$ cat src/rtl/fetch_sequencer_pkg.sv
// Shared definitions for the instruction-fetch sequencer: FSM state encoding and default reset PC.
package fetch_sequencer_pkg;

  typedef enum logic [1:0] {
    StIdle  = 2'd0,
    StFetch = 2'd1,
    StStall = 2'd2
  } fetch_state_e;

  localparam logic [31:0] DefaultResetPc = 32'h0000_0000;

endpackage

$ cat src/rtl/fetch_sequencer_incr.sv
// PC incrementer: next sequential word address, wrapping modulo 2^Width.
module fetch_sequencer_incr #(
  parameter int unsigned Width = 32
) (
  input  logic [Width-1:0] pcin_i,
  output logic [Width-1:0] pcout_o
);

  assign pcout_o = pcin_i + Width'(1);

endmodule

$ cat src/rtl/fetch_sequencer.sv
// IF-stage PC sequencer with req/ack instruction-memory handshake, stall hold and redirect.
// Optional performance counters (fetch_cnt_o, stall_cnt_o) are built when FETCH_PERF_CNT_EN is defined.
module fetch_sequencer
  import fetch_sequencer_pkg::*;
#(
  parameter int unsigned       Width   = 32,
  parameter logic [Width-1:0] ResetPc = Width'(DefaultResetPc)
) (
  input  logic             clk_i,
  input  logic             rst_ni,
`ifdef FETCH_PERF_CNT_EN
  output logic [31:0]      fetch_cnt_o,
  output logic [31:0]      stall_cnt_o,
`endif
  input  logic             stall_i,
  input  logic             pcsrc_i,
  input  logic [Width-1:0] target_i,
  output logic             imem_req_o,
  output logic [Width-1:0] imem_addr_o,
  input  logic             imem_ack_i,
  input  logic [Width-1:0] imem_data_i,
  output logic             if_valid_o,
  output logic [Width-1:0] if_instr_o,
  output logic [Width-1:0] if_pc_o,
  output logic [Width-1:0] if_npc_o
);

  fetch_state_e     state_q, state_d;
  logic [Width-1:0] pc_q, pc_d;
  logic             valid_q, valid_d;
  logic [Width-1:0] instr_q, instr_d;
  logic [Width-1:0] ipc_q, ipc_d;
  logic [Width-1:0] inpc_q, inpc_d;
  logic [Width-1:0] pc_inc;
  logic             accept;

  fetch_sequencer_incr #(
    .Width (Width)
  ) u_incr (
    .pcin_i  (pc_q),
    .pcout_o (pc_inc)
  );

  // Request is withdrawn while a held instruction is still waiting on IF/ID.
  assign imem_req_o  = (state_q == StFetch) && !(valid_q && stall_i);
  assign imem_addr_o = pc_q;
  assign accept      = imem_req_o && imem_ack_i && !pcsrc_i;

  always_comb begin
    state_d = state_q;
    pc_d    = pc_q;
    valid_d = valid_q;
    instr_d = instr_q;
    ipc_d   = ipc_q;
    inpc_d  = inpc_q;
    unique case (state_q)
      StIdle: state_d = StFetch;
      StFetch: begin
        if (pcsrc_i) begin
          pc_d    = target_i;
          valid_d = 1'b0;
        end else if (accept) begin
          instr_d = imem_data_i;
          ipc_d   = pc_q;
          inpc_d  = pc_inc;
          valid_d = 1'b1;
          pc_d    = pc_inc;
          state_d = stall_i ? StStall : StFetch;
        end else if (valid_q && stall_i) begin
          state_d = StStall;
        end else if (valid_q) begin
          valid_d = 1'b0;
        end
      end
      StStall: begin
        if (pcsrc_i) begin
          pc_d    = target_i;
          valid_d = 1'b0;
          state_d = StFetch;
        end else if (!stall_i) begin
          valid_d = 1'b0;
          state_d = StFetch;
        end
      end
      default: state_d = StIdle;
    endcase
  end

  always_ff @(posedge clk_i) begin
    if (!rst_ni) begin
      state_q <= StIdle;
      pc_q    <= ResetPc;
      valid_q <= 1'b0;
      instr_q <= '0;
      ipc_q   <= '0;
      inpc_q  <= '0;
    end else begin
      state_q <= state_d;
      pc_q    <= pc_d;
      valid_q <= valid_d;
      instr_q <= instr_d;
      ipc_q   <= ipc_d;
      inpc_q  <= inpc_d;
    end
  end

  assign if_valid_o = valid_q;
  assign if_instr_o = instr_q;
  assign if_pc_o    = ipc_q;
  assign if_npc_o   = inpc_q;

`ifdef FETCH_PERF_CNT_EN
  logic [31:0] fetch_cnt_q, fetch_cnt_d;
  logic [31:0] stall_cnt_q, stall_cnt_d;

  always_comb begin
    fetch_cnt_d = fetch_cnt_q;
    stall_cnt_d = stall_cnt_q;
    if (accept && (fetch_cnt_q != 32'hFFFF_FFFF)) begin
      fetch_cnt_d = fetch_cnt_q + 32'd1;
    end
    if ((state_q == StStall) && (stall_cnt_q != 32'hFFFF_FFFF)) begin
      stall_cnt_d = stall_cnt_q + 32'd1;
    end
  end

  always_ff @(posedge clk_i) begin
    if (!rst_ni) begin
      fetch_cnt_q <= '0;
      stall_cnt_q <= '0;
    end else begin
      fetch_cnt_q <= fetch_cnt_d;
      stall_cnt_q <= stall_cnt_d;
    end
  end

  assign fetch_cnt_o = fetch_cnt_q;
  assign stall_cnt_o = stall_cnt_q;
`endif

endmodule

$ cat config.mk
export PLATFORM = sky130hd
export DESIGN_NAME = fetch_sequencer
export DESIGN_NICKNAME = d
export VERILOG_FILES = /design/src/rtl/fetch_sequencer_pkg.sv /design/src/rtl/fetch_sequencer_incr.sv /design/src/rtl/fetch_sequencer.sv
export SDC_FILE = /design/constraint.sdc
export NUM_CORES = 1
export LEC_CHECK = 0
export CORE_AREA = 8 8 157 159
export CTS_CLUSTER_DIAMETER = 40
export DETAILED_ROUTE_END_ITERATION = 12
export DIE_AREA = 0 0 165 167
export GPL_ROUTABILITY_DRIVEN = 0
export SETUP_SLACK_MARGIN = 0.5
export SYNTH_ARGS = -nofsm -noshare
export SYNTH_HDL_FRONTEND = slang
export SYNTH_SLANG_ARGS = --single-unit
$ cat constraint.sdc
create_clock -name clk_i -period 3.41 [get_ports clk_i]
set_input_delay 0.5115 -clock clk_i [delete_from_list [all_inputs] [get_ports clk_i]]
set_output_delay 0.5115 -clock clk_i [all_outputs]
set_load 0.02 [all_outputs]
After elaboration in Yosys (flattened, before gate mapping). Index checks and enable logic that the tools add are counted.

Word-level logic and storage cells: 45. Bits in registers: 131. Bits of input ports: 69. Output and inout port bits: 130.

$add $sub $neg: 1. Equal/unequal tests: 8. Reduce and logical (&&, ||, !) cells: 12. Bitwise logic cells: 1. Muxes and demuxes: 17.

Operators by type and width (count): $mux 32 (3); $pmux 32 s2 (1); $add 32x1->32 const B (1); $mux 2 (6); $reduce_and 3->1 (4); $ne 3x3->1 const B (2); $pmux 2 s3 (1); $mux 1 (5); $logic_and 1x1->1 (4); $ne 2x2->1 const B (2); $ne 4x4->1 const B (1); $ne 3x2->1 const B (1); $eq 2x1->1 const B (1); $eq 2x2->1 const B (1); $logic_not 1->1 (2); $logic_not 2->1 (1); $pmux 1 s2 (1); $reduce_bool 2->1 (1); $not 1->1 (1).

Longest topological paths before layout. Gate-level depths: netlist (run 1).

Depth in word-level cells: 8. Gate-level depth with buffers: 10.

By module. From an unflattened synthesis (run 1), not the netlist that was laid out.

Cells, all modules: 696. Area, all modules: 6063.3 um2.

Modules (own cells, without submodules): fetch_sequencer (area an instance 5378.9 um2, cells each 600, sequential area each 2622.5 um2, instances 1); fetch_sequencer_incr (area an instance 684.4 um2, cells each 96, sequential area each 0.0 um2, instances 1).

Worst setup path before layout (run 1). No wires, ideal clock.

Path kind: reg-to-reg. Start: register state_q[0]. End: register pc_q[23], in the netlist imem_addr_o[23]. Cell stages (with the launch flop): 10. Setup time: 0.074 ns. Required time: 3.336 ns. Buffers on the path: 2. Period minus slack after synthesis: 2.063 ns. Setup slack: 1.347 ns. Data arrival time: 1.989 ns. Cells stage by stage: dfxtp_1 > inv_1 > ha_1 > buf_2 > inv_1 > a31oi_1 > or2_2 > clkbuf_1 > or4_1 > a31oi_1.

Cells in the longest elaborated chain, start to end: 6. Elaborated cells between the ends (all ways): 10. Classes of those cells: eq/ne: 4; mux: 1; reduce/logical: 5.

RTL lines: from (decl) (RTL line fetch_sequencer.sv:28) `fetch_state_e state_q, state_d;`; from (signal assigned) (RTL line fetch_sequencer.sv:91) `state_q <= StIdle;`; from (signal assigned) (RTL line fetch_sequencer.sv:98) `state_q <= state_d;`; $eq 2x1->1 (RTL line fetch_sequencer.sv:45, fetch_sequencer.sv:56); $logic_and 1x1->1 (RTL line fetch_sequencer.sv:45) `assign imem_req_o = (state_q == StFetch) && !(valid_q && stall_i);`; $logic_and 1x1->1 (2 in a row) (RTL line fetch_sequencer.sv:47) `assign accept = imem_req_o && imem_ack_i && !pcsrc_i;`; $ne 3x3->1 (no line); $reduce_and 3->1 (no line); to (signal assigned) (RTL line fetch_sequencer.sv:92) `pc_q <= ResetPc;`; to (signal assigned) (RTL line fetch_sequencer.sv:99) `pc_q <= pc_d;`; to (decl) (RTL line fetch_sequencer.sv:29) `logic [Width-1:0] pc_q, pc_d;`.

Several ways; a longest one is shown, not always the timed one. A chain may end at the register's enable or synchronous reset.

Final worst setup path (run 1).
Start: register state_q[1]. End: output port imem_req_o.

Cells in the longest elaborated chain, start to end: 2.

RTL lines: $eq 2x1->1 (RTL line fetch_sequencer.sv:45); $logic_and 1x1->1 (RTL line fetch_sequencer.sv:45); to (decl) (RTL line fetch_sequencer.sv:18) `output logic imem_req_o,`.

No other way between the ends.

==> impl_metrics.prom, run 1 <==
# TYPE chip_impl_metric gauge
chip_impl_metric{name="timing.critical_path.fanout_max",unit=""} 8
chip_impl_metric{name="final-hold-violation-count",unit=""} 0
chip_impl_metric{name="switchingPower",unit="mW"} 1.95
chip_impl_info{name="critical_path_end_type",value="output port"} 1
chip_impl_info{name="worstSetupStartpointType",value="register"} 1
chip_impl_metric{name="worst_ir_drop_vdd",unit="mV"} 0.351
chip_impl_metric{name="setup_viol_count_final",unit=""} 0
chip_impl_metric{name="clock_h_tree_levels",unit=""} 4
chip_impl_metric{name="start_util",unit="%"} 26.5
chip_impl_metric{name="number_of_placed_i_o_pins",unit=""} 199
chip_impl_info{name="predominant_post_synthesis_flop_cell",value="sky130_fd_sc_hd__dfxtp_1"} 1
chip_impl_metric{name="synth_seq_cells",unit=""} 131
chip_impl_metric{name="n_fill_cell",unit=""} 2282
chip_impl_metric{name="worstMarginPinSlew",unit="ps"} 1040
chip_impl_metric{name="drt_iter0_markers",unit=""} 425
chip_impl_info{name="main_combinational_cell_family_by_area_after_synthesis",value="simple AND/OR/NAND/NOR gates"} 1
chip_impl_metric{name="layout-drive-gt1-share",unit="%"} 8.23
chip_impl_metric{name="timing.slew.headroom",unit="%"} 30.9
chip_impl_metric{name="synth_edf_count",unit=""} 0
chip_impl_metric{name="yosys.area_share.simple",unit="%"} 24.0
chip_impl_metric{name="die_area",unit="µm²"} 27600
chip_impl_metric{name="fmaxAchievable",unit="MHz"} 401
chip_impl_metric{name="placed_cells_incl_taps",unit=""} 1189
chip_impl_metric{name="floorplan.core_area",unit="µm²"} 22200
chip_impl_metric{name="postCtsSetupRepairBufs",unit=""} 0
chip_impl_metric{name="final.min_clock_period",unit="ps"} 2490
chip_impl_metric{name="die_h",unit="µm"} 167
chip_impl_info{name="layout.cells.most_common_list",value="sky130_fd_sc_hd__clkdlybuf4s50_1, sky130_fd_sc_hd__nand2_1, sky130_fd_sc_hd__dfxtp_1"} 1
chip_impl_info{name="tritoncts",value="built"} 1
chip_impl_metric{name="finish.cell_count_without_fillers",unit=""} 1221
chip_impl_metric{name="synth_fp_nets",unit=""} 817
chip_impl_info{name="grt_setup_unrepaired",value="no"} 1
chip_impl_info{name="critical_path.startpoint",value="state_q[1]"} 1
chip_impl_metric{name="detailed_place_hpwl",unit="mm"} 15.5
chip_impl_metric{name="worst_reg_to_reg_path_cell_count",unit=""} 6
chip_impl_metric{name="globalRoute.totalOverflow",unit=""} 0
chip_impl_metric{name="maxCapViolCount",unit=""} 0
chip_impl_info{name="grt.busiest_layer",value="met2"} 1
chip_impl_metric{name="number_of_instances_resized_during_post_cts_repair",unit=""} 0
chip_impl_metric{name="synth-warning-count",unit=""} 0
chip_impl_info{name="cts_root_buf",value="sky130_fd_sc_hd__clkbuf_16"} 1
chip_impl_metric{name="clock_power_share",unit="%"} 33.7
chip_impl_metric{name="synthXorXnorAreaFrac",unit="%"} 4.31
chip_impl_info{name="crit_end",value="imem_req_o"} 1
chip_impl_metric{name="first_global_vias",unit=""} 5749
chip_impl_metric{name="clock_insertion_delay_worst_skew",unit="ps"} 420
chip_impl_metric{name="critPathArrivalTime",unit="ps"} 1980
chip_impl_metric{name="global_route_wire_length_before_repair",unit="mm"} 33.5
chip_impl_metric{name="powerDensity",unit="nW/µm²"} 623
chip_impl_info{name="crit-reg2reg-capture",value="imem_addr_o[26]"} 1
chip_impl_metric{name="postRouteAntennaNets",unit=""} 0
chip_impl_info{name="mostFrequentLayoutCell",value="sky130_fd_sc_hd__clkdlybuf4s50_1"} 1
chip_impl_metric{name="power_frac_seq",unit="%"} 35.8
chip_impl_info{name="setup.worst_path.class",value="reg2out"} 1
chip_impl_metric{name="post_drt_via_cell_ratio",unit=""} 4.90
chip_impl_metric{name="seq_total_area_yosys",unit="%"} 44.5
chip_impl_metric{name="timing_max_transition_violations_final",unit=""} 0
chip_impl_metric{name="place.port_buffers",unit=""} 198
chip_impl_metric{name="grt_start_max_net_pins",unit=""} 68
chip_impl_metric{name="synth.distinct_cells",unit=""} 58
chip_impl_metric{name="wire_per_inst",unit="µm"} 17.7
chip_impl_metric{name="cts_buffers",unit=""} 17
chip_impl_metric{name="fin_tns_setup",unit="ps"} 0
chip_impl_metric{name="area_growth_syn_to_layout",unit="%"} 48.7
chip_impl_metric{name="synth.mux.area_fraction",unit="%"} 0.509
chip_impl_metric{name="routed_vias",unit=""} 5982
chip_impl_metric{name="final.setup_skew",unit="ps"} 12.1
chip_impl_metric{name="dpl_cell_area",unit="µm²"} 8190
chip_impl_metric{name="antennaDiodeCount",unit=""} 0
chip_impl_metric{name="async_flop_share",unit="%"} 0
chip_impl_metric{name="grt_antenna_before_repair",unit=""} 3
chip_impl_metric{name="fin_ws",unit="ps"} 917
chip_impl_metric{name="clk_slew_on_worst_s_h_paths",unit="ps"} 60
chip_impl_metric{name="cts_max_path_buffers",unit=""} 2
chip_impl_metric{name="grtUsageMet1",unit="%"} 19.7
chip_impl_metric{name="timing.reg2reg.setup_slack",unit="ps"} 1010
chip_impl_metric{name="drt-pass1-iter-count",unit=""} 5
chip_impl_metric{name="worstPathRequired",unit="ps"} 2900
chip_impl_metric{name="synthCells",unit=""} 743
chip_impl_metric{name="cts_hold_buffers",unit=""} 0
chip_impl_metric{name="routed_wirelength",unit="mm"} 21.7
chip_impl_metric{name="design_area",unit="µm²"} 8770
chip_impl_metric{name="synth-compound-area-share",unit="%"} 20.9
chip_impl_metric{name="power.share.switching",unit="%"} 35.6
chip_impl_metric{name="drc_errors",unit=""} 0
chip_impl_metric{name="grt.total_usage",unit="%"} 15.4
chip_impl_info{name="status",value="finished clean"} 1
chip_impl_metric{name="hold_ws",unit="ps"} 452
chip_impl_metric{name="post_synth_design_cell_area",unit="µm²"} 5900
chip_impl_metric{name="syn-mean-instance-area",unit="µm²"} 7.93
chip_impl_metric{name="final.period_utilization",unit="%"} 73.1
chip_impl_metric{name="row_count",unit=""} 55
chip_impl_metric{name="fin_nets",unit=""} 997
chip_impl_metric{name="gr-usage-met2",unit="%"} 23.8
chip_impl_metric{name="power.internal",unit="mW"} 3.51
chip_impl_metric{name="adder_and_majority_gate_portion_of_the_synthesized_area",unit="%"} 1.06
chip_impl_info{name="min-delay-path-class",value="reg2reg"} 1
chip_impl_metric{name="leakage_power",unit="nW"} 3.00
chip_impl_metric{name="global_route.usage.met3",unit="%"} 5.99
chip_impl_info{name="worstReg2RegStart",value="imem_addr_o[15]"} 1
chip_impl_metric{name="dieWidth",unit="µm"} 165
chip_impl_metric{name="numClockSinks",unit=""} 131
chip_impl_metric{name="power_frac_comb",unit="%"} 30.6
chip_impl_metric{name="place_ws",unit="ps"} 802
registers in the layout (all words and copies together), names as in the netlist:
register	flops
if_npc_o	32
state_q	2
if_valid_o	1
if_instr_o	32
if_pc_o	32
imem_addr_o	32
layout make-up:
cell class,instances,area (µm²),share of cell area (%)
Clock buffer,17,425,4.85
Clock inverter,15,155,1.77
Inverter,6,23.8,0.271
Multi-Input combinational cell,544,3000,34.2
Sequential cell,131,2620,29.9
Tap cell,285,357,4.07
Timing Repair Buffer,223,2180,24.9
power groups by stage:
stage          Combinational (mW)  Sequential (mW)  Clock, mW
2_1_floorplan               0.753             2.13          0
3_3_place_gp                 1.67             1.98          0
3_5_place_dp                 1.68             1.98          0
4_1_cts                      1.69             1.95       1.88
5_1_grt                      1.82             1.98       1.93
6_report                     1.67             1.95       1.84
logic make-up after synthesis:
| kind of cell | after synthesis |
|---|---|
| multiplexers | 3 |
| AO/OA/AOI/OAI | 208 |
| flip-flops | 131 |
| buffers and inverters | 68 |
| adder cells (fa/ha/maj) | 5 |
| XOR/XNOR | 29 |
| AND/OR/NAND/NOR | 299 |
Yosys cell counts, types with 4 or more instances:
cell | instances | area, µm²
sky130_fd_sc_hd__nand2_1 | 170 | 638
sky130_fd_sc_hd__dfxtp_1 | 131 | 2620
sky130_fd_sc_hd__a21oi_1 | 106 | 531
sky130_fd_sc_hd__nor2_1 | 46 | 173
sky130_fd_sc_hd__clkbuf_1 | 44 | 165
sky130_fd_sc_hd__o21ai_0 | 33 | 165
sky130_fd_sc_hd__nand3_1 | 20 | 100
sky130_fd_sc_hd__xor2_1 | 19 | 166
sky130_fd_sc_hd__a211oi_1 | 13 | 97.6
sky130_fd_sc_hd__a31oi_1 | 11 | 68.8
sky130_fd_sc_hd__buf_2 | 10 | 50.1
sky130_fd_sc_hd__nand4_1 | 10 | 62.6
sky130_fd_sc_hd__xnor2_1 | 10 | 87.6
sky130_fd_sc_hd__and3_1 | 8 | 50.1
sky130_fd_sc_hd__a32oi_1 | 6 | 52.6
sky130_fd_sc_hd__inv_1 | 6 | 22.5
sky130_fd_sc_hd__o22ai_1 | 6 | 37.5
sky130_fd_sc_hd__buf_1 | 5 | 18.8
sky130_fd_sc_hd__ha_1 | 5 | 62.6
sky130_fd_sc_hd__nor3_1 | 5 | 25.0
sky130_fd_sc_hd__o31a_1 | 5 | 43.8
sky130_fd_sc_hd__or2_2 | 5 | 31.3
sky130_fd_sc_hd__or4_1 | 5 | 37.5
sky130_fd_sc_hd__a22o_1 | 4 | 35.0
sky130_fd_sc_hd__and2_1 | 4 | 25.0
worst max-delay path: stages (launching register included):
cell and delay [ps]:
sky130_fd_sc_hd__dfxtp_1 340, sky130_fd_sc_hd__inv_1 80, sky130_fd_sc_hd__ha_1 290, sky130_fd_sc_hd__and2_1 190, sky130_fd_sc_hd__clkdlybuf4s50_1 660
through the flow:
stage                     total power, mW  utilization [%]
after floorplan                      2.89                -
after global placement               3.65             36.8
after detailed placement             3.66             36.8
after CTS                            5.51             39.4
after global routing                 5.74             39.4
final                                5.46             39.4
how the worst min path moves through the flow:
| stage | end | from | slack [ps] | cells past startpoint |
|---|---|---|---|---|
| 4_1_cts | if_instr_o[13] | if_instr_o[13] | 450 | 2 |
| 5_1_grt | if_instr_o[13] | if_instr_o[13] | 470 | 2 |
| 3_3_place_gp | if_pc_o[2] | if_pc_o[2] | 440 | 2 |
| 6_report | if_instr_o[13] | if_instr_o[13] | 450 | 2 |
| 2_1_floorplan | state_q[1] | state_q[1] | 460 | 2 |
| 3_5_place_dp | if_instr_o[13] | if_instr_o[13] | 450 | 2 |
routing by layer:
metal  up-vias  wire (µm)
met5         -         35
met3        22       2080
li1       2952          -
met2       243       9710
met1      2759       9600
met4         6        238
(Power assumes the default switching activity.)
==> run 2: changes to the inputs <==
==> constraint.sdc (replaced) <==
create_clock -name clk_i -period 2.6 [get_ports clk_i]
set_input_delay 0.39 -clock clk_i [delete_from_list [all_inputs] [get_ports clk_i]]
set_output_delay 0.39 -clock clk_i [all_outputs]
set_load 0.02 [all_outputs]
==> run 2 against run 1 <==
  * Register-to-register slack worse by 410 ps
  * Worst setup slack got worse by 360 ps
  * Sequential cell count unchanged
  * Critical path depth down 3
  * Non-clock buffer count increased by 28
  * Largest cell class unchanged
==> impl_metrics.prom, run 2 (synthesis gave the netlist of run 1 again) <==
# TYPE chip_impl_metric gauge
chip_impl_metric{name="powerDensity",unit="nW/µm²"} 806
chip_impl_metric{name="critPathArrivalTime",unit="ps"} 1650
chip_impl_metric{name="area_growth_syn_to_layout",unit="%"} 53.1
chip_impl_info{name="cp_cell_sequence",value="clkdlybuf4s50_1"} 1
chip_impl_info{name="critical_path.startpoint",value="imem_addr_o[28]"} 1
chip_impl_metric{name="numClockSinks",unit=""} 131
chip_impl_metric{name="dpl_cell_area",unit="µm²"} 8390
chip_impl_metric{name="globalRoute.totalOverflow",unit=""} 0
chip_impl_info{name="grt_setup_unrepaired",value="no"} 1
chip_impl_metric{name="clock_h_tree_levels",unit=""} 4
chip_impl_metric{name="final.min_clock_period",unit="ps"} 2040
chip_impl_metric{name="first_global_vias",unit=""} 5992
chip_impl_metric{name="total_power",unit="mW"} 7.28
chip_impl_info{name="slowest_stage",value="sky130_fd_sc_hd__clkdlybuf4s50_1"} 1
chip_impl_metric{name="postRouteAntennaNets",unit=""} 0
chip_impl_metric{name="place.port_buffers",unit=""} 198
chip_impl_metric{name="clk_slew_on_worst_s_h_paths",unit="ps"} 50
chip_impl_metric{name="clock_insertion_delay_worst_skew",unit="ps"} 420
chip_impl_metric{name="worstMarginPinSlew",unit="ps"} 638
chip_impl_metric{name="final-hold-violation-count",unit=""} 0
chip_impl_info{name="setup.worst_path.class",value="reg2out"} 1
chip_impl_metric{name="grt_start_max_net_pins",unit=""} 68
chip_impl_metric{name="fin_nets",unit=""} 1026
chip_impl_info{name="mostFrequentLayoutCell",value="sky130_fd_sc_hd__clkdlybuf4s50_1"} 1
chip_impl_metric{name="area_of_combinational_cells_with_multiple_inputs",unit="µm²"} 3040
chip_impl_metric{name="cts_max_path_buffers",unit=""} 2
chip_impl_metric{name="cts_buffers",unit=""} 17
chip_impl_metric{name="floorplan.core_area",unit="µm²"} 22200
chip_impl_metric{name="dieWidth",unit="µm"} 165
chip_impl_metric{name="design_area",unit="µm²"} 9030
chip_impl_metric{name="timing_max_transition_violations_final",unit=""} 0
chip_impl_metric{name="layout-drive-gt1-share",unit="%"} 12.1
chip_impl_metric{name="holdPathStages",unit=""} 2
chip_impl_info{name="worstHoldStart",value="if_instr_o[9]"} 1
chip_impl_metric{name="row_count",unit=""} 55
chip_impl_info{name="cts_root_buf",value="sky130_fd_sc_hd__clkbuf_16"} 1
chip_impl_info{name="cpLargestDelayFamily",value="buffers and inverters"} 1
chip_impl_info{name="worstSetupStartpointType",value="register"} 1
chip_impl_info{name="status",value="finished clean"} 1
chip_impl_metric{name="routed_vias",unit=""} 6078
chip_impl_metric{name="timing.critical_path.fanout_max",unit=""} 8
chip_impl_metric{name="worst_ir_drop_vdd",unit="mV"} 0.424
chip_impl_info{name="layout.cells.most_common_list",value="sky130_fd_sc_hd__clkdlybuf4s50_1, sky130_fd_sc_hd__nand2_1, sky130_fd_sc_hd__dfxtp_1"} 1
chip_impl_metric{name="slowest_delay",unit="ps"} 710
chip_impl_metric{name="setup_viol_count_final",unit=""} 0
chip_impl_metric{name="worst_reg_to_reg_path_cell_count",unit=""} 7
chip_impl_metric{name="grt.total_usage",unit="%"} 15.7
chip_impl_metric{name="regArea",unit="µm²"} 2630
chip_impl_info{name="critical_path_end_type",value="output port"} 1
chip_impl_info{name="worstReg2RegStart",value="state_q[1]"} 1
chip_impl_metric{name="fmaxAchievable",unit="MHz"} 491
chip_impl_metric{name="die_area",unit="µm²"} 27600
chip_impl_metric{name="start_util",unit="%"} 26.5
chip_impl_info{name="tritoncts",value="built"} 1
chip_impl_metric{name="worstPathRequired",unit="ps"} 2210
chip_impl_metric{name="die_h",unit="µm"} 167
chip_impl_metric{name="global_route_wire_length_before_repair",unit="mm"} 34.3
chip_impl_metric{name="detailed_place_hpwl",unit="mm"} 16.0
chip_impl_metric{name="final.setup_skew",unit="ps"} 10.1
chip_impl_metric{name="timing.slew.headroom",unit="%"} 57.1
chip_impl_metric{name="drt_iter0_markers",unit=""} 512
chip_impl_metric{name="number_of_placed_i_o_pins",unit=""} 199
chip_impl_metric{name="leakage_power",unit="nW"} 3.17
chip_impl_metric{name="timing.critical_path.buf_inv",unit=""} 1
chip_impl_metric{name="routed_wirelength",unit="mm"} 22.4
chip_impl_metric{name="fin_tns_setup",unit="ps"} 0
chip_impl_metric{name="wire_per_inst",unit="µm"} 17.9
chip_impl_metric{name="drt-pass1-iter-count",unit=""} 5
chip_impl_metric{name="maxCapViolCount",unit=""} 0
chip_impl_metric{name="grt_antenna_before_repair",unit=""} 2
chip_impl_metric{name="crit_cells",unit=""} 1
chip_impl_metric{name="post_drt_via_cell_ratio",unit=""} 4.87
chip_impl_metric{name="cts_hold_buffers",unit=""} 0
chip_impl_metric{name="n_fill_cell",unit=""} 2276
chip_impl_metric{name="drc_errors",unit=""} 0
chip_impl_metric{name="antennaDiodeCount",unit=""} 0
chip_impl_metric{name="final.period_utilization",unit="%"} 78.4
chip_impl_info{name="min-delay-path-class",value="reg2reg"} 1
-- run 2: cell count changes in the layout (fill, tap and decap cells not counted), moves of 3 or more --
cell	before	now
sky130_fd_sc_hd__buf_4	24	49
sky130_fd_sc_hd__clkbuf_8	0	3
sky130_fd_sc_hd__dfxtp_1	131	125
sky130_fd_sc_hd__dfxtp_2	0	6
sky130_fd_sc_hd__ha_1	5	2
sky130_fd_sc_hd__ha_2	0	3
sky130_fd_sc_hd__inv_6	5	0
-- run 2: layout make-up --
class                           count  share of cell area [%]
Multi-Input combinational cell    545                    33.7
Sequential cell                   131                    29.1
Timing Repair Buffer              251                    26.8
Clock buffer                       21                    5.21
Tap cell                          285                    3.95
Clock inverter                     10                   0.928
Inverter                            6                   0.263
-- run 2: worst paths after layout --
kind | end | slack [ps]
max | imem_addr_o[28] | 560
min reg2reg | if_instr_o[9] | 450
max reg2reg | imem_addr_o[5] | 600
min | if_instr_o[9] | 450
-- run 2: where the power goes --
part | internal, mW | total, mW | switching (mW)
Clock | 1.38 | 2.30 | 0.921
Combinational | 1.09 | 2.50 | 1.41
Sequential | 2.26 | 2.48 | 0.221
Total | 4.72 | 7.28 | 2.55
-- run 2: per-stage QoR --
| step | worst slack [ps] | instances | utilization (%) | hold slack [ps] |
|---|---|---|---|---|
| after floorplan | 537 | 743 | - | 465 |
| after global placement | 233 | 1213 | 37.7 | 441 |
| after detailed placement | 207 | 1213 | 37.7 | 446 |
| after CTS | 491 | 1244 | 40.3 | 453 |
| after global routing | 458 | 1249 | 40.6 | 470 |
| final | 562 | 1249 | 40.6 | 451 |
-- run 2: routing by layer --
metal,wire [µm],up-vias,track usage (%)
met5,21,-,0
met4,280,4,3.88
met3,2000,21,5.84
met2,10200,211,24.7
met1,9920,2828,19.8
li1,-,3014,-
-- run 2: timing repair --
action,4_1_cts,5_1_grt
pin swaps,0,1
cloned,0,1
setup buffers,0,4
endpoints found under the setup margin,6,30
gates resized for setup,3,16
